[src/rtl/muldiv_pkg.sv]
// muldiv_pkg: shared definitions for the iterative RV32M multiply/divide
// sequencer.
//   - OP_* : RV32M funct3 encodings.
//   - state_t : sequencer states, listed in the order the FSM walks them.
//   - XLEN_DEF : default operand width.
//   - a_is_signed / b_is_signed : operand signedness for each funct3.
package muldiv_pkg;

  localparam int XLEN_DEF = 32;

  localparam logic [2:0] OP_MUL    = 3'd0;
  localparam logic [2:0] OP_MULH   = 3'd1;
  localparam logic [2:0] OP_MULHSU = 3'd2;
  localparam logic [2:0] OP_MULHU  = 3'd3;
  localparam logic [2:0] OP_DIV    = 3'd4;
  localparam logic [2:0] OP_DIVU   = 3'd5;
  localparam logic [2:0] OP_REM    = 3'd6;
  localparam logic [2:0] OP_REMU   = 3'd7;

  typedef enum logic [2:0] {
    S_IDLE   = 3'd0,
    S_ABS_A  = 3'd1,
    S_ABS_B  = 3'd2,
    S_ITER   = 3'd3,
    S_FIX_LO = 3'd4,
    S_FIX_HI = 3'd5,
    S_DONE   = 3'd6
  } state_t;

  // rs1 is signed for MUL, MULH, MULHSU, DIV and REM.
  function automatic logic a_is_signed(input logic [2:0] f);
    return (f == OP_MUL) || (f == OP_MULH) || (f == OP_MULHSU) ||
           (f == OP_DIV) || (f == OP_REM);
  endfunction

  // rs2 is signed for MUL, MULH, DIV and REM.
  function automatic logic b_is_signed(input logic [2:0] f);
    return (f == OP_MUL) || (f == OP_MULH) || (f == OP_DIV) || (f == OP_REM);
  endfunction

endpackage

[src/rtl/ripple.sv]
// ripple: plain ripple-carry adder, n+1 bits wide.
//   x, y : addends [n:0]
//   cin  : carry in
//   s    : sum [n:0]
//   cout : carry out of bit n
module ripple #(
  parameter int n = 32
) (
  input  logic [n:0] x,
  input  logic [n:0] y,
  input  logic       cin,
  output logic [n:0] s,
  output logic       cout
);

  always_comb begin
    logic c;
    s = '0;
    c = cin;
    for (int i = 0; i <= n; i++) begin
      s[i] = x[i] ^ y[i] ^ c;
      c    = (x[i] & y[i]) | (c & (x[i] ^ y[i]));
    end
    cout = c;
  end

endmodule

[src/rtl/muldiv_seq.sv]
// muldiv_seq: iterative RV32M multiply/divide sequencer, fixed 37-cycle
// latency for every operation.  All arithmetic goes through a single
// XLEN+1-bit ripple adder whose operands are selected by the FSM state.
//   clk, rst  : clock, synchronous active-high reset
//   start     : request, sampled only in IDLE
//   op        : RV32M funct3
//   a, b      : rs1 / rs2, captured with start
//   busy      : high from the cycle after acceptance through DONE
//   done      : one-cycle pulse in DONE, result valid alongside
//   result    : held until the next done
//   dbg_state : current FSM state
//
// Handshake: start is a request that is accepted on any rising edge where the
// block is in IDLE; start in any other state is dropped.  done is a single
// cycle completion strobe and has no back-pressure.
//
// Register sharing: hi/lo hold the product halves for multiply and the
// remainder/quotient for divide; dvs holds |b| (multiply) or -|b| (divide).
module muldiv_seq
  import muldiv_pkg::*;
#(
  parameter int XLEN = XLEN_DEF
) (
  input  logic            clk,
  input  logic            rst,
  input  logic            start,
  input  logic [2:0]      op,
  input  logic [XLEN-1:0] a,
  input  logic [XLEN-1:0] b,
  output logic            busy,
  output logic            done,
  output logic [XLEN-1:0] result,
  output logic [2:0]      dbg_state
);

  localparam int CNT_W = $clog2(XLEN);
  localparam logic [CNT_W-1:0] CNT_LAST = CNT_W'(XLEN - 1);

  state_t          state_q, state_d;
  logic [2:0]      op_q, op_d;
  logic [XLEN-1:0] a_q, a_d;
  logic [XLEN-1:0] b_q, b_d;
  logic            sa_q, sa_d;
  logic            sb_q, sb_d;
  logic            bz_q, bz_d;
  logic [CNT_W-1:0] cnt_q, cnt_d;
  logic [XLEN-1:0] hi_q, hi_d;
  logic [XLEN-1:0] lo_q, lo_d;
  logic [XLEN:0]   dvs_q, dvs_d;
  logic            carry_q, carry_d;
  logic            busy_q, busy_d;
  logic            done_q, done_d;
  logic [XLEN-1:0] result_q, result_d;

  // Shared adder
  logic [XLEN:0] add_x, add_y, add_s;
  logic          add_cin, add_cout;

  ripple #(.n(XLEN)) u_add (
    .x    (add_x),
    .y    (add_y),
    .cin  (add_cin),
    .s    (add_s),
    .cout (add_cout)
  );

  logic is_div;
  logic neg_fix;

  always_comb begin
    state_d  = state_q;
    op_d     = op_q;
    a_d      = a_q;
    b_d      = b_q;
    sa_d     = sa_q;
    sb_d     = sb_q;
    bz_d     = bz_q;
    cnt_d    = cnt_q;
    hi_d     = hi_q;
    lo_d     = lo_q;
    dvs_d    = dvs_q;
    carry_d  = carry_q;
    busy_d   = busy_q;
    done_d   = done_q;
    result_d = result_q;
    add_x    = '0;
    add_y    = '0;
    add_cin  = 1'b0;
    neg_fix  = 1'b0;
    is_div   = op_q[2];

    case (state_q)
      S_IDLE: begin
        if (start) begin
          state_d = S_ABS_A;
          op_d    = op;
          a_d     = a;
          b_d     = b;
          sa_d    = a_is_signed(op) & a[XLEN-1];
          sb_d    = b_is_signed(op) & b[XLEN-1];
          bz_d    = (b == '0);
          cnt_d   = '0;
          hi_d    = '0;
          lo_d    = '0;
          dvs_d   = '0;
          carry_d = 1'b0;
          busy_d  = 1'b1;
        end
      end

      S_ABS_A: begin
        // |a| lands in lo: multiplier for multiply, dividend for divide.
        add_x   = {1'b0, (sa_q ? ~a_q : a_q)};
        add_cin = sa_q;
        lo_d    = add_s[XLEN-1:0];
        hi_d    = '0;
        state_d = S_ABS_B;
      end

      S_ABS_B: begin
        if (is_div) begin
          // -|b| in XLEN+1 bits: a negative b already is -|b| (sign-extend
          // it); otherwise negate {0,b}.
          add_x   = sb_q ? {1'b1, b_q} : ~{1'b0, b_q};
          add_cin = ~sb_q;
        end else begin
          add_x   = {1'b0, (sb_q ? ~b_q : b_q)};
          add_cin = sb_q;
        end
        dvs_d   = add_s;
        state_d = S_ITER;
      end

      S_ITER: begin
        if (is_div) begin
          // Restoring step: carry out means shifted >= |b|.
          add_x = {hi_q, lo_q[XLEN-1]};
          add_y = dvs_q;
          hi_d  = add_cout ? add_s[XLEN-1:0] : {hi_q[XLEN-2:0], lo_q[XLEN-1]};
          lo_d  = {lo_q[XLEN-2:0], add_cout};
        end else begin
          // Shift-add step: the XLEN-bit carry is add_s[XLEN].
          add_x = {1'b0, hi_q};
          add_y = lo_q[0] ? dvs_q : '0;
          hi_d  = add_s[XLEN:1];
          lo_d  = {add_s[0], lo_q[XLEN-1:1]};
        end
        cnt_d = cnt_q + 1'b1;
        if (cnt_q == CNT_LAST) state_d = S_FIX_LO;
      end

      S_FIX_LO: begin
        neg_fix = is_div ? ((sa_q ^ sb_q) & ~bz_q) : (sa_q ^ sb_q);
        add_x   = {1'b0, (neg_fix ? ~lo_q : lo_q)};
        add_cin = neg_fix;
        lo_d    = add_s[XLEN-1:0];
        carry_d = add_s[XLEN];
        state_d = S_FIX_HI;
      end

      S_FIX_HI: begin
        // Multiply: upper half of a 2*XLEN negation, carry from FIX_LO.
        // Divide: independent negation of the remainder.
        neg_fix = is_div ? sa_q : (sa_q ^ sb_q);
        add_x   = {1'b0, (neg_fix ? ~hi_q : hi_q)};
        add_cin = is_div ? sa_q : carry_q;
        hi_d    = add_s[XLEN-1:0];
        case (op_q)
          OP_MUL:                       result_d = lo_q;
          OP_MULH, OP_MULHSU, OP_MULHU: result_d = hi_d;
          OP_DIV, OP_DIVU:              result_d = bz_q ? '1 : lo_q;
          default:                      result_d = bz_q ? a_q : hi_d;
        endcase
        done_d  = 1'b1;
        state_d = S_DONE;
      end

      S_DONE: begin
        done_d  = 1'b0;
        busy_d  = 1'b0;
        state_d = S_IDLE;
      end

      default: begin
        state_d = S_IDLE;
        busy_d  = 1'b0;
        done_d  = 1'b0;
      end
    endcase
  end

  always_ff @(posedge clk) begin
    if (rst) begin
      state_q  <= S_IDLE;
      op_q     <= '0;
      a_q      <= '0;
      b_q      <= '0;
      sa_q     <= 1'b0;
      sb_q     <= 1'b0;
      bz_q     <= 1'b0;
      cnt_q    <= '0;
      hi_q     <= '0;
      lo_q     <= '0;
      dvs_q    <= '0;
      carry_q  <= 1'b0;
      busy_q   <= 1'b0;
      done_q   <= 1'b0;
      result_q <= '0;
    end else begin
      state_q  <= state_d;
      op_q     <= op_d;
      a_q      <= a_d;
      b_q      <= b_d;
      sa_q     <= sa_d;
      sb_q     <= sb_d;
      bz_q     <= bz_d;
      cnt_q    <= cnt_d;
      hi_q     <= hi_d;
      lo_q     <= lo_d;
      dvs_q    <= dvs_d;
      carry_q  <= carry_d;
      busy_q   <= busy_d;
      done_q   <= done_d;
      result_q <= result_d;
    end
  end

  assign busy      = busy_q;
  assign done      = done_q;
  assign result    = result_q;
  assign dbg_state = state_q;

endmodule

[config.mk]
export PLATFORM = sky130hd
export DESIGN_NAME = muldiv_seq
export DESIGN_NICKNAME = d
export VERILOG_FILES = /design/src/rtl/muldiv_pkg.sv /design/src/rtl/ripple.sv /design/src/rtl/muldiv_seq.sv
export SDC_FILE = /design/constraint.sdc
export NUM_CORES = 1
export LEC_CHECK = 0
export CAP_MARGIN = 30
export CORE_AREA = 2 2 159 161
export DETAILED_ROUTE_END_ITERATION = 7
export DIE_AREA = 0 0 161 163
export PLACE_DENSITY = 0.82
export SKIP_CTS_REPAIR_TIMING = 1
export SYNTH_ARGS = -nofsm -noshare
export SYNTH_HDL_FRONTEND = slang
export SYNTH_HIERARCHICAL = 1
export SYNTH_SLANG_ARGS = --single-unit
[constraint.sdc]
create_clock -name clk -period 16.4 [get_ports clk]
set_clock_uncertainty 0.2 [all_clocks]
set_input_delay 3.28 -clock clk [delete_from_list [all_inputs] [get_ports clk]]
set_output_delay 3.28 -clock clk [all_outputs]
set_load 0.05 [all_outputs]
======== Word level (Yosys, flattened, before mapping) ========
Index checks and enable logic that the tools add are counted.
W data, S select, Z words.
cells by class
  $add $sub $neg .......................... 1
  reduce and logical (&&, ||, !) cells .... 28
  bitwise logic cells ..................... 177
  mux-type cells .......................... 37
  equality and inequality tests ........... 17
operators with widths
  operator              number
  $mux W32              10
  $mux W33              7
  $pmux W32 S3          2
  $pmux W33 S5          1
  $not A32 Y32          4
  $pmux W32 S4          1
  $and A1 B1 Y1         69
  $xor A1 B1 Y1         67
  $pmux W33 S2          1
  $not A32 Y33          1
  $or A1 B1 Y1          33
  $logic_not A32 Y1     1
  $eq A3 B3 Y1 const B  6
  $pmux W3 S6           1
  $reduce_and A2 Y1     8
  $eq A3 B2 Y1 const B  5
  $pmux W5 S2           1
  $reduce_or A5 Y1      2
  $eq A3 B1 Y1 const B  3
  $logic_not A3 Y1      3
  $logic_or A1 B1 Y1    6
  $mux W1               6
  $mux W3               2
  $pmux W1 S2           3
  other kinds (11)      17
storage, ports and cells
  output and inout port bits .............. 37
  flip-flop bits (word level) ............. 210
  logic and storage cells ................. 275
  bits of input ports ..................... 70

======== Depth between registers and ports, before layout ========
Gate-level depths: netlist (run 1).
  depth in word-level cells ............... 75
  mapped depth ............................ 50
  depth with buffers taken out ............ 45

======== By module ========
Netlist (run 1), hierarchy kept.
by module, submodules not included
  module      instances  area each (µm²)  cells an instance  seq. area each (µm²)
  muldiv_seq  1          12537.0          1499               4204.0
  ripple      1          698.2            43                 0.0

======== Least setup slack after synthesis (run 1) ========
Ideal clock, no wire load.
  path type ............................... flip-flop to flip-flop
  start point ............................. register state_q[2] (netlist: dbg_state[2])
  end point ............................... register lo_q[0]
  stages on the path, launching flop included .. 49
  path slack .............................. 1245 ps
  arrival time ............................ 14827 ps
  data required time ...................... 16072 ps
  period minus slack after synthesis ...... 15155 ps
  path buffers ............................ 4
  library setup time ...................... 128 ps
  cell sequence ........................... dfxtp_1 > buf_2 > nand3b_2 > clkbuf_1 > o22ai_1 > a21oi_1 > o221ai_1 > fa_1 > fa_1 > fa_1 > fa_1 > fa_1 > fa_1 > fa_1 > fa_1 > fa_1 > fa_1 > fa_1 > [13 not listed] > fa_1 > fa_1 > fa_1 > fa_1 > fa_1 > fa_1 > fa_1 > fa_1 > fa_1 > fa_1 > inv_1 > fa_1 > inv_1 > buf_4 > buf_2 > mux2_2 > a222oi_1 > nor2_1
between the ends
  cells in the longest elaborated chain, start to end .. 71
  elaborated cells between the ends (all ways) .. 148
  classes of those cells .................. eq/ne: 6; mux: 5; bitwise: 133; reduce/logical: 4
ends and longest elaborated chain
  item                                        RTL line           source
  start, declared                             muldiv_seq.sv:39   state_t state_q, state_d;
  start signal, assigned                      muldiv_seq.sv:210  state_q <= state_d;
  $eq A3 B3 Y1, or another cell as far along  muldiv_seq.sv:92   case (state_q)
  $pmux W33 S5 (*)                            muldiv_seq.sv:92
  net add_x[0]                                muldiv_seq.sv:56   logic [XLEN:0] add_x, add_y, add_s;
  $xor A1 B1 Y1                               ripple.sv:22       c = (x[i] & y[i]) | (c & (x[i] ^ y[i]));
  $and A1 B1 Y1                               ripple.sv:22
  $or A1 B1 Y1 (*)                            ripple.sv:22
  $and A1 B1 Y1 (*)                           ripple.sv:22
  $or A1 B1 Y1 (*)                            ripple.sv:22
  [57 not listed]                             n/a
  $or A1 B1 Y1 (*)                            ripple.sv:22
  $and A1 B1 Y1 (*)                           ripple.sv:22
  $or A1 B1 Y1 (*)                            ripple.sv:22
  $and A1 B1 Y1 (*)                           ripple.sv:22
  $or A1 B1 Y1 (*)                            ripple.sv:22
  net add_cout                                muldiv_seq.sv:57   logic add_cin, add_cout;
  $mux W32 (*)                                muldiv_seq.sv:135  if (is_div) begin
  $pmux W32 S3 (*)                            muldiv_seq.sv:92
  end signal, assigned                        muldiv_seq.sv:219  lo_q <= lo_d;
  end, declared                               muldiv_seq.sv:48   logic [XLEN-1:0] lo_q, lo_d;
Mark *: on every way through the listed nets, which the timed path passes. The rest lies on a longest branch.
A chain may end at the register's enable or synchronous reset.

======== Final worst setup path (run 1) ========
  start point ............................. register sb_q
  end point ............................... register hi_q[20]
between the ends
  elaborated cells between the ends (all ways) .. 150
  classes of those cells .................. mux: 13; bitwise: 137
RTL lines
  item                    RTL line                              source
  start, declared         muldiv_seq.sv:44                      logic sb_q, sb_d;
  start signal, assigned  muldiv_seq.sv:199                     sb_q <= 1'b0;
  start signal, assigned  muldiv_seq.sv:215                     sb_q <= sb_d;
  $xor A1 B1 Y1           muldiv_seq.sv:153, muldiv_seq.sv:164
  $and A1 B1 Y1           muldiv_seq.sv:153                     neg_fix = is_div ? ((sa_q ^ sb_q) & ~bz_q) : (sa_q ^ sb_q);
  $mux W1                 muldiv_seq.sv:153
  $mux W32                muldiv_seq.sv:154                     add_x = {1'b0, (neg_fix ? ~lo_q : lo_q)};
  $pmux W33 S5 (*)        muldiv_seq.sv:92
  net add_x[1]            muldiv_seq.sv:56
  $xor A1 B1 Y1           ripple.sv:22
  $and A1 B1 Y1           ripple.sv:22
  [59 not listed]         n/a
  $and A1 B1 Y1 (*)       ripple.sv:22
  $or A1 B1 Y1 (*)        ripple.sv:22
  $and A1 B1 Y1 (*)       ripple.sv:22
  $or A1 B1 Y1 (*)        ripple.sv:22
  net add_cout            muldiv_seq.sv:57
  $mux W32 (*)            muldiv_seq.sv:139                     hi_d = add_cout ? add_s[XLEN-1:0] : {hi_q[XLEN-2:0], lo_q[XLEN-1]};
  $mux W32 (*)            muldiv_seq.sv:135
  $pmux W32 S4 (*)        muldiv_seq.sv:92
  end signal, assigned    muldiv_seq.sv:218                     hi_q <= hi_d;
  end, declared           muldiv_seq.sv:47                      logic [XLEN-1:0] hi_q, hi_d;
Marks and branches as above.

==> impl.org, run 1 <==
** Run status
- The run finished with clean final reports.

** Worst setup path
- Following the worst setup path forward leads to its endpoint at hi_q[20].
- STA classifies the critical path endpoint as a register.
- Data arrival at the endpoint of the critical path :: 16220 ps
- The largest individual stage delay along the critical path comes from the cell sky130_fd_sc_hd__dfxtp_1.
- Cell seen most often among critical-path stages :: sky130_fd_sc_hd__fa_1
- In this run the register-to-register setup slack is 400 ps.
- The startpoint identified for the worst register-to-register timing path is sb_q.
- At the worst endpoint, the required time is 16620 ps.
- Critical Path Start Type :: register
- In this design, the stage delay of the slowest critical-path cell is about 500 ps.
- CP Max Fanout :: 33
- Length in cells of the worst reg-to-reg path :: 46
- Worst setup path start :: sb_q
- Reg2Reg Capture Point :: hi_q[20]
- Category of the most critical setup path :: reg -> reg

** Pwr
- Summed over all cells, the static leakage comes to 5.096 nW.
- Dividing total power by cell area gives a power density of 95.91 nW/um^2.
- Worst ir drop on vdd :: 0.06344 mV
- Total design power :: 1.467 mW

** Yosys
- Number of distinct library cell variants in the gate-level netlist after synthesis :: 55
- Seq/Total Area, Yosys :: 0.3176
- Number of enable-type register cells in the synthesized netlist :: 0
- Top_reg_cell synth :: sky130_fd_sc_hd__dfxtp_1
- Warning count from the yosys run :: 6
- After synthesis, the share of flip-flops with an asynchronous set or reset is 0.
- Total standard cell area after synthesis :: between 10000 and 15000 um^2
- Each instance of the synthesized netlist takes up on average 8.583 um^2.
- Synthesis produced a netlist with a net count of 1647.
- Counting flops and latches in the post-synthesis netlist gives 210.
- Synthesis produced a netlist whose cell count is 1542.

** GRT
- Vias in the first global route :: between 10000 and 15000
- Maximum number of pins on one net before global-route repair :: 79
- For this run, global-route usage on met1 was measured as 0.4062.
- For met3 alone, demand over resource in global routing was 0.07512.
- Antenna violations before repair :: 1
- The first global-routing pass estimated 65340 um of wire.
- Met2 usage in global routing :: 0.4760
- Across every metal layer, demand over resource in global routing totals 0.3076.
- In this run the most used layer during global routing was met2.
- Global routing finished with a remaining overflow of 0.

** Floorplan
- Horiz. Die Dim :: 161 um
- Die outline area :: 26240 um^2
- Core Area :: 24670 um^2
- In this run the core area contains 58 standard-cell rows.
- 107 I/O pins were placed.
- From bottom edge to top edge, the die measures 163 um.
- For this configuration, the core starts out at a cell density of 0.5364.

** Layout
- In the final layout, the share of cells above drive strength 1 is 0.09898.
- The repair_antennas step left the layout with diodes totalling 0.
- The library cell used most frequently in the layout, excluding fill and tap cells, is sky130_fd_sc_hd__dfxtp_1.
- Most frequent cells in the layout :: sky130_fd_sc_hd__dfxtp_1 (204), sky130_fd_sc_hd__nand2_1 (164), sky130_fd_sc_hd__nor2_1 (145), sky130_fd_sc_hd__a21oi_1 (111), sky130_fd_sc_hd__clkdlybuf4s50_1 (105)
- Area added between synthesis and finish :: 15.60%
- Final #Nets :: 1663

** Clocking
- Counting along the longest clock path gives a buffer depth of 3.
- Root Driver :: sky130_fd_sc_hd__clkbuf_16
- H-tree lvl count :: 1
- Clock-pin slew on the worst setup and hold paths :: 60 ps
- Clock latency of the later-clocked register in the worst-skew pair :: 530 ps
- CTS tree :: built
- The number of clock buffers added by TritonCTS is 25.
- Number of clock sinks :: between 200 and 250

** Hold path
- The tightest min-delay check is of the reg -> reg type.

** STA
- The count of endpoints failing hold in the final timing report came to 0.
- In the post-route analysis, the smallest setup slack over all paths is 404.9 ps.
- For this run, the top clock speed supported by timing is 62.52 MHz.
- In the final timing run, aggregate negative setup slack is 0 ps.
- Transition time at the pin with the least slew margin :: between 1000 and 1500 ps
- Headroom to the max-slew limit :: 0.2978
- RSZ-0062 raised after global routing :: no
- Setup violations remaining at the end of the flow were counted as 0.
- Share of the clock period used by the worst path after layout :: 0.9753
- The max-slew violation total from the final report came to 0.
- The routed design could run at a clock period as short as between 15000 and 20000 ps.

** Drt
- Detail Route Antenna Nets :: 0
- In this run, the number of DRC markers left after iteration 0 of detailed routing was 1848.
- Wires add up to ~41000 um.
- Dividing the detail-routed wire length by the instance count gives around 22 um.
- Number of vias after detailed routing :: between 10000 and 15000
- For this run, design rule violations remaining after detail routing come to 0.
- Before antenna repair, the detailed router went through 8 iterations.
- Via density per instance :: 6.590

** Job
- Max-Cap Viols :: 0

** Placement
- GPL Wtd Cong :: 0.8921
- Prior to clock tree synthesis, the placed netlist has a worst setup slack of 665.8 ps.
- Count of buffers inserted at the top-level ports :: between 100 and 150
- The wire-length estimate of the detail-placed layout is 25230 um.
## worst min-delay path by stage
stage,from,end,slack (ps),cells after the start
2_1_floorplan,cnt_q[3],cnt_q[3],230,1
3_3_place_gp,cnt_q[3],cnt_q[3],250,1
3_5_place_dp,cnt_q[3],cnt_q[3],260,1
4_1_cts,b_q[28],b_q[28],270,2
5_1_grt,result[24],result[24],280,1
6_report,b_q[28],b_q[28],260,2
## layer usage
metal	share of wire	wire length [um]
met1	0.40	16460
met2	0.44	18010
met3	0.12	5102
met4	0.042	1754
met5	0.00036	15
## power by group
group / total (mW) / leakage, nW / switching (mW) / internal, mW
combinational: 0.287 / 2.93 / 0.174 / 0.113
clock: 0.619 / 0.455 / 0.230 / 0.389
sequential: 0.562 / 1.71 / 0.0289 / 0.533
## cell families after synthesis
kind of cell | count (synthesis) | synth area share
AOI/OAI and AO/OA | 422 | 0.2306
xor gates and xnor gates | 132 | 0.08849
adders and majority gates | 35 | 0.05181
buffers and inverters | 199 | 0.06977
DFF | 210 | 0.3176
muxes | 135 | 0.1069
and+or+nand+nor | 409 | 0.1348
## synthesized netlist by cell type (21+ instances only)
cell	count	area, um^2
sky130_fd_sc_hd__nor2_1	148	555.5
sky130_fd_sc_hd__o22ai_1	32	200.2
sky130_fd_sc_hd__nand2_1	164	615.6
sky130_fd_sc_hd__xor2_1	33	289.0
sky130_fd_sc_hd__dfxtp_1	210	4204
sky130_fd_sc_hd__mux2_2	51	574.3
sky130_fd_sc_hd__fa_1	33	660.6
sky130_fd_sc_hd__buf_2	84	420.4
sky130_fd_sc_hd__inv_1	46	172.7
sky130_fd_sc_hd__o221ai_1	41	359.1
sky130_fd_sc_hd__nor3_1	21	105.1
sky130_fd_sc_hd__o21ai_0	21	105.1
sky130_fd_sc_hd__a211oi_1	65	488.0
sky130_fd_sc_hd__clkbuf_1	50	187.7
sky130_fd_sc_hd__and2_1	35	219.0
sky130_fd_sc_hd__xnor2_1	97	849.6
sky130_fd_sc_hd__mux2i_1	84	840.8
sky130_fd_sc_hd__a221oi_1	32	280.3
sky130_fd_sc_hd__a222oi_1	32	320.3
sky130_fd_sc_hd__a21oi_1	111	555.5
sky130_fd_sc_hd__a22oi_1	37	277.8
## final cells by class
type / instances / area, um^2
clock buffers: 33 / 725.7
clock inverters: 12 / 195.2
fillers: 2085 / 9374
inverters: 46 / 172.7
multi-input cells: 1133 / 8188
flip-flops and latches: 210 / 4214
well taps: 330 / 412.9
repair buffers: 142 / 1391
## critical path: cells and delay by family (launching register included)
| kind | cells | cell delay [ps] |
|---|---|---|
| AO/OA/AOI/OAI | 4 | 840 |
| XOR/XNOR | 2 | 360 |
| adder cells (fa/ha/maj) | 32 | 12370 |
| buffers and inverters | 6 | 980 |
| flip-flops | 1 | 500 |
| multiplexers | 1 | 210 |
| AND/OR/NAND/NOR | 1 | 370 |
## stage by stage
| step | util | std cells | hold WS, ps | cell area [um^2] |
|---|---|---|---|---|
| after floorplan | - | 1542 | 228.7 | 13240 |
| after global placement | 0.5781 | 1854 | 246.2 | 14260 |
| after detailed placement | 0.5814 | 1858 | 255.5 | 14350 |
| after CTS | 0.6187 | 1903 | 267.1 | 15270 |
| after global routing | 0.6201 | 1906 | 279.5 | 15300 |
| final | 0.6201 | 1906 | 264.4 | 15300 |
## sequential cells by signal (all words and copies together), names as in the netlist
signal and count:
op_q 3, b_q 32, busy 1, bz_q 1
done 1, cnt_q 5, carry_q 1, hi_q 32
sb_q 1, sa_q 1, dbg_state 3, result 32
dvs_q 33, lo_q 32, a_q 32
No activity file was read; power rests on OpenSTA's default activity.
==> inputs of run 2 (changes only) <==
Settings changed: REMOVE_ABC_BUFFERS set to 1.
==> impl.org, run 2 (synthesized netlist as in run 1, its figures left out) <==
** Drt
- Via density per instance :: 6.651 (+0.93%)
- WL per Instance :: 22.52 um (+3.8%)
- Router iterations before antenna repair :: 8 (unchanged)
- The detailed-route wire length is 42950 um (+3.9%).
- The violation count after the first detailed-routing iteration is 1897 (+2.7%).
- Detail Route Antenna Nets :: 0 (unchanged)
- The via count of the routed design was 12684 (+0.98%).
- The remaining design rule violation count is 4 (+4).

** GRT
- Maximum number of pins on one net before global-route repair :: 76 (-3.8%)
- The number of antenna violations at the first check in global routing came to 1 (unchanged).
- Grt total ovfl :: 0 (unchanged)
- Aggregate global-route resource usage :: 0.3168 (+0.009267)
- Vias in the first global route :: 12397 (+1.8%)
- Global-route wire length before repair :: 66670 um (+2.0%)

** Layout
- The fraction of final layout cells with drive strength greater than 1 came to 0.09575 (-0.003233).
- The library cell used most frequently in the layout, excluding fill and tap cells, is sky130_fd_sc_hd__dfxtp_1.
- The total area of multi-input combinational cells is 8187 um^2 (about the same).
- The number of diodes added for antenna fixing came to 0 (unchanged).
- The top cell types in the final layout, fill and taps aside, are sky130_fd_sc_hd__dfxtp_1 (207), sky130_fd_sc_hd__nand2_1 (163), sky130_fd_sc_hd__nor2_1 (145), sky130_fd_sc_hd__a21oi_1 (111), sky130_fd_sc_hd__clkdlybuf4s50_1 (105).
- Area taken by flip-flops and latches :: 4210 um^2 (about the same)
- Number of standard cells in the layout, taps in and fillers out :: 1907 (+0.052%)
- Area added between synthesis and finish :: 14.93%
- The register with the most flip-flops in the final layout is dvs_q.
- Filler cells :: 2104 (+0.91%)
- The number of flip-flops in the largest register was 33 (unchanged).
- Final #Nets :: 1666 (+0.18%)

** Placement
- HPWL reported at the end of detailed placement :: 26220 um (+3.9%)
- The count of port buffers added during placement came to 106 (unchanged).
- The final weighted congestion in routability-driven placement came to 0.9018 (+1.1%).
- Placed Cells incl. Taps :: 1861 (+0.16%)

** Worst setup path
- On the critical path the largest part of the delay comes from adder cells.
- The cell that appears most often on the critical path is sky130_fd_sc_hd__fa_1.
- The worst path required time is 16650 ps (+30 ps).
- WP buf/inv :: 6 (unchanged)
- Critical-path top delay cell :: sky130_fd_sc_hd__dfxtp_1
- Largest stage delay, worst path :: 750 ps (+250 ps)
- The minimum setup slack among reg-to-reg paths is 500 ps (+90 ps).
- The critical path data arrival time came to 16150 ps (-70 ps).
- The worst setup path is launched from a register.
- Endpoint kind of the worst setup timing path :: register
- CP Max Fanout :: 17 (-48%)
- The worst setup path is of the reg -> reg kind.

** Floorplan
- The number of rows in the core area came to 58 (unchanged).
- Vertical die dimension :: 163 um (unchanged)
- The die width is 161 um (unchanged).
- The total I/O pin count is 107 (unchanged).
- The core region area came to 24670 um^2 (unchanged).
- Starting utilization of the core area :: 0.5364 (unchanged)
- The floorplan die area is 26240 um^2 (unchanged).

** STA
- Share of the clock period used by the worst path after layout :: 0.9697 (-0.005658)
- The maximum operating frequency is 62.88 MHz (+0.58%).
- The worst max-slew margin expressed relative to the limit was 0.2791 (-0.01873).
- Transition time at the pin with the least slew margin :: 1079 ps (+28.04 ps)
- Post-route minimum period :: 15900 ps (-92.78 ps)
- Setup violations, final :: 0 (unchanged)
- Minimum hold slack :: 264.9 ps (+0.5700 ps)
- The max-slew violation total from the final report came to 0 (unchanged).
- Setup repair after global routing left no endpoint under its margin.
- Hold Fails Final Rpt :: 0 (unchanged)

** Clocking
- TritonCTS built the clock tree.
- H-tree lvl count :: 1 (unchanged)
- Clock tree buffer depth :: 3 (unchanged)
- Total CTS buffers :: 24 (-4.0%)
- The latest clock arrival within the worst-skew pair is 540 ps (about the same).
- Number of clock sinks :: 210 (unchanged)
- Root Driver :: sky130_fd_sc_hd__clkbuf_16
- The clock-pin slew on the worst setup and hold paths came to 60 ps (about the same).

** Job
- The count of max-cap constraint violations is 0 (unchanged).

** Hold path
- The min-delay analysis places its worst path in the category reg -> reg.

** Pwr
- The total power per unit cell area came to 93.34 nW/um^2 (-2.7%).
- The leakage power came to 5.060 nW (-0.72%).
- The largest vdd supply drop was 0.06475 mV (+2.1%).

** Run status
- Failing checks :: design-rule violations
- The flow ran to the end, but the final reports show violations.
[run 2: cell types whose count changed in the layout (fill, tap and decap cells not counted), sizes merged]
cell | before | now
buf | 37 | 40
bufinv | 5 | 3
clkbuf | 33 | 35
clkinv | 5 | 4
inv | 47 | 46
[run 2: worst paths after layout]
path | depth (start not counted) | start | to
worst max-delay path | 46 | dbg_state[1] | hi_q[16]
worst min-delay path | 1 | cnt_q[3] | cnt_q[3]
worst max register to register | 46 | dbg_state[1] | hi_q[16]
worst min register to register | 1 | cnt_q[3] | cnt_q[3]
[run 2: area by class of cell]
type | instances | share of cell area
clock inverters | 8 | 0.007732
well taps | 330 | 0.02714
clock buffers | 34 | 0.04598
repair buffers | 146 | 0.09279
multi-input cells | 1133 | 0.5382
flip-flops and latches | 210 | 0.2768
inverters | 46 | 0.01135
[run 2: power breakdown]
part	switching, mW	internal, mW
registers	0.0275	0.533
clock network	0.225	0.342
logic	0.180	0.113
total	0.432	0.988
[run 2: metal layers]
metal,track usage,share of wire
met3,0.08123,0.13
met4,0.1636,0.047
met2,0.4928,0.44
met1,0.4075,0.38
met5,0,0.00021
[run 2: worst reg2reg max path: cells and delay by family, from the launching register on]
kind | cells | cell delay (ps)
simple gates | 1 | 150
fa+ha+maj | 33 | 12720
mux | 1 | 190
buf+inv | 6 | 710
compound gates | 5 | 1090
flops | 1 | 750
[run 2: per-stage QoR]
stage               worst slack [ps]  total power [mW]  instance area [um^2]    util  setup TNS (ps)
floorplan                      -3570            0.7486                 12480       -         -151300
global placement                1072            0.8402                 14290  0.5790               0
detailed placement             658.5            0.8513                 14370  0.5823               0
CTS                            582.2             1.407                 15180  0.6154               0
global route                   75.66             1.462                 15210  0.6165               0
finish                         497.7             1.420                 15210  0.6165               0
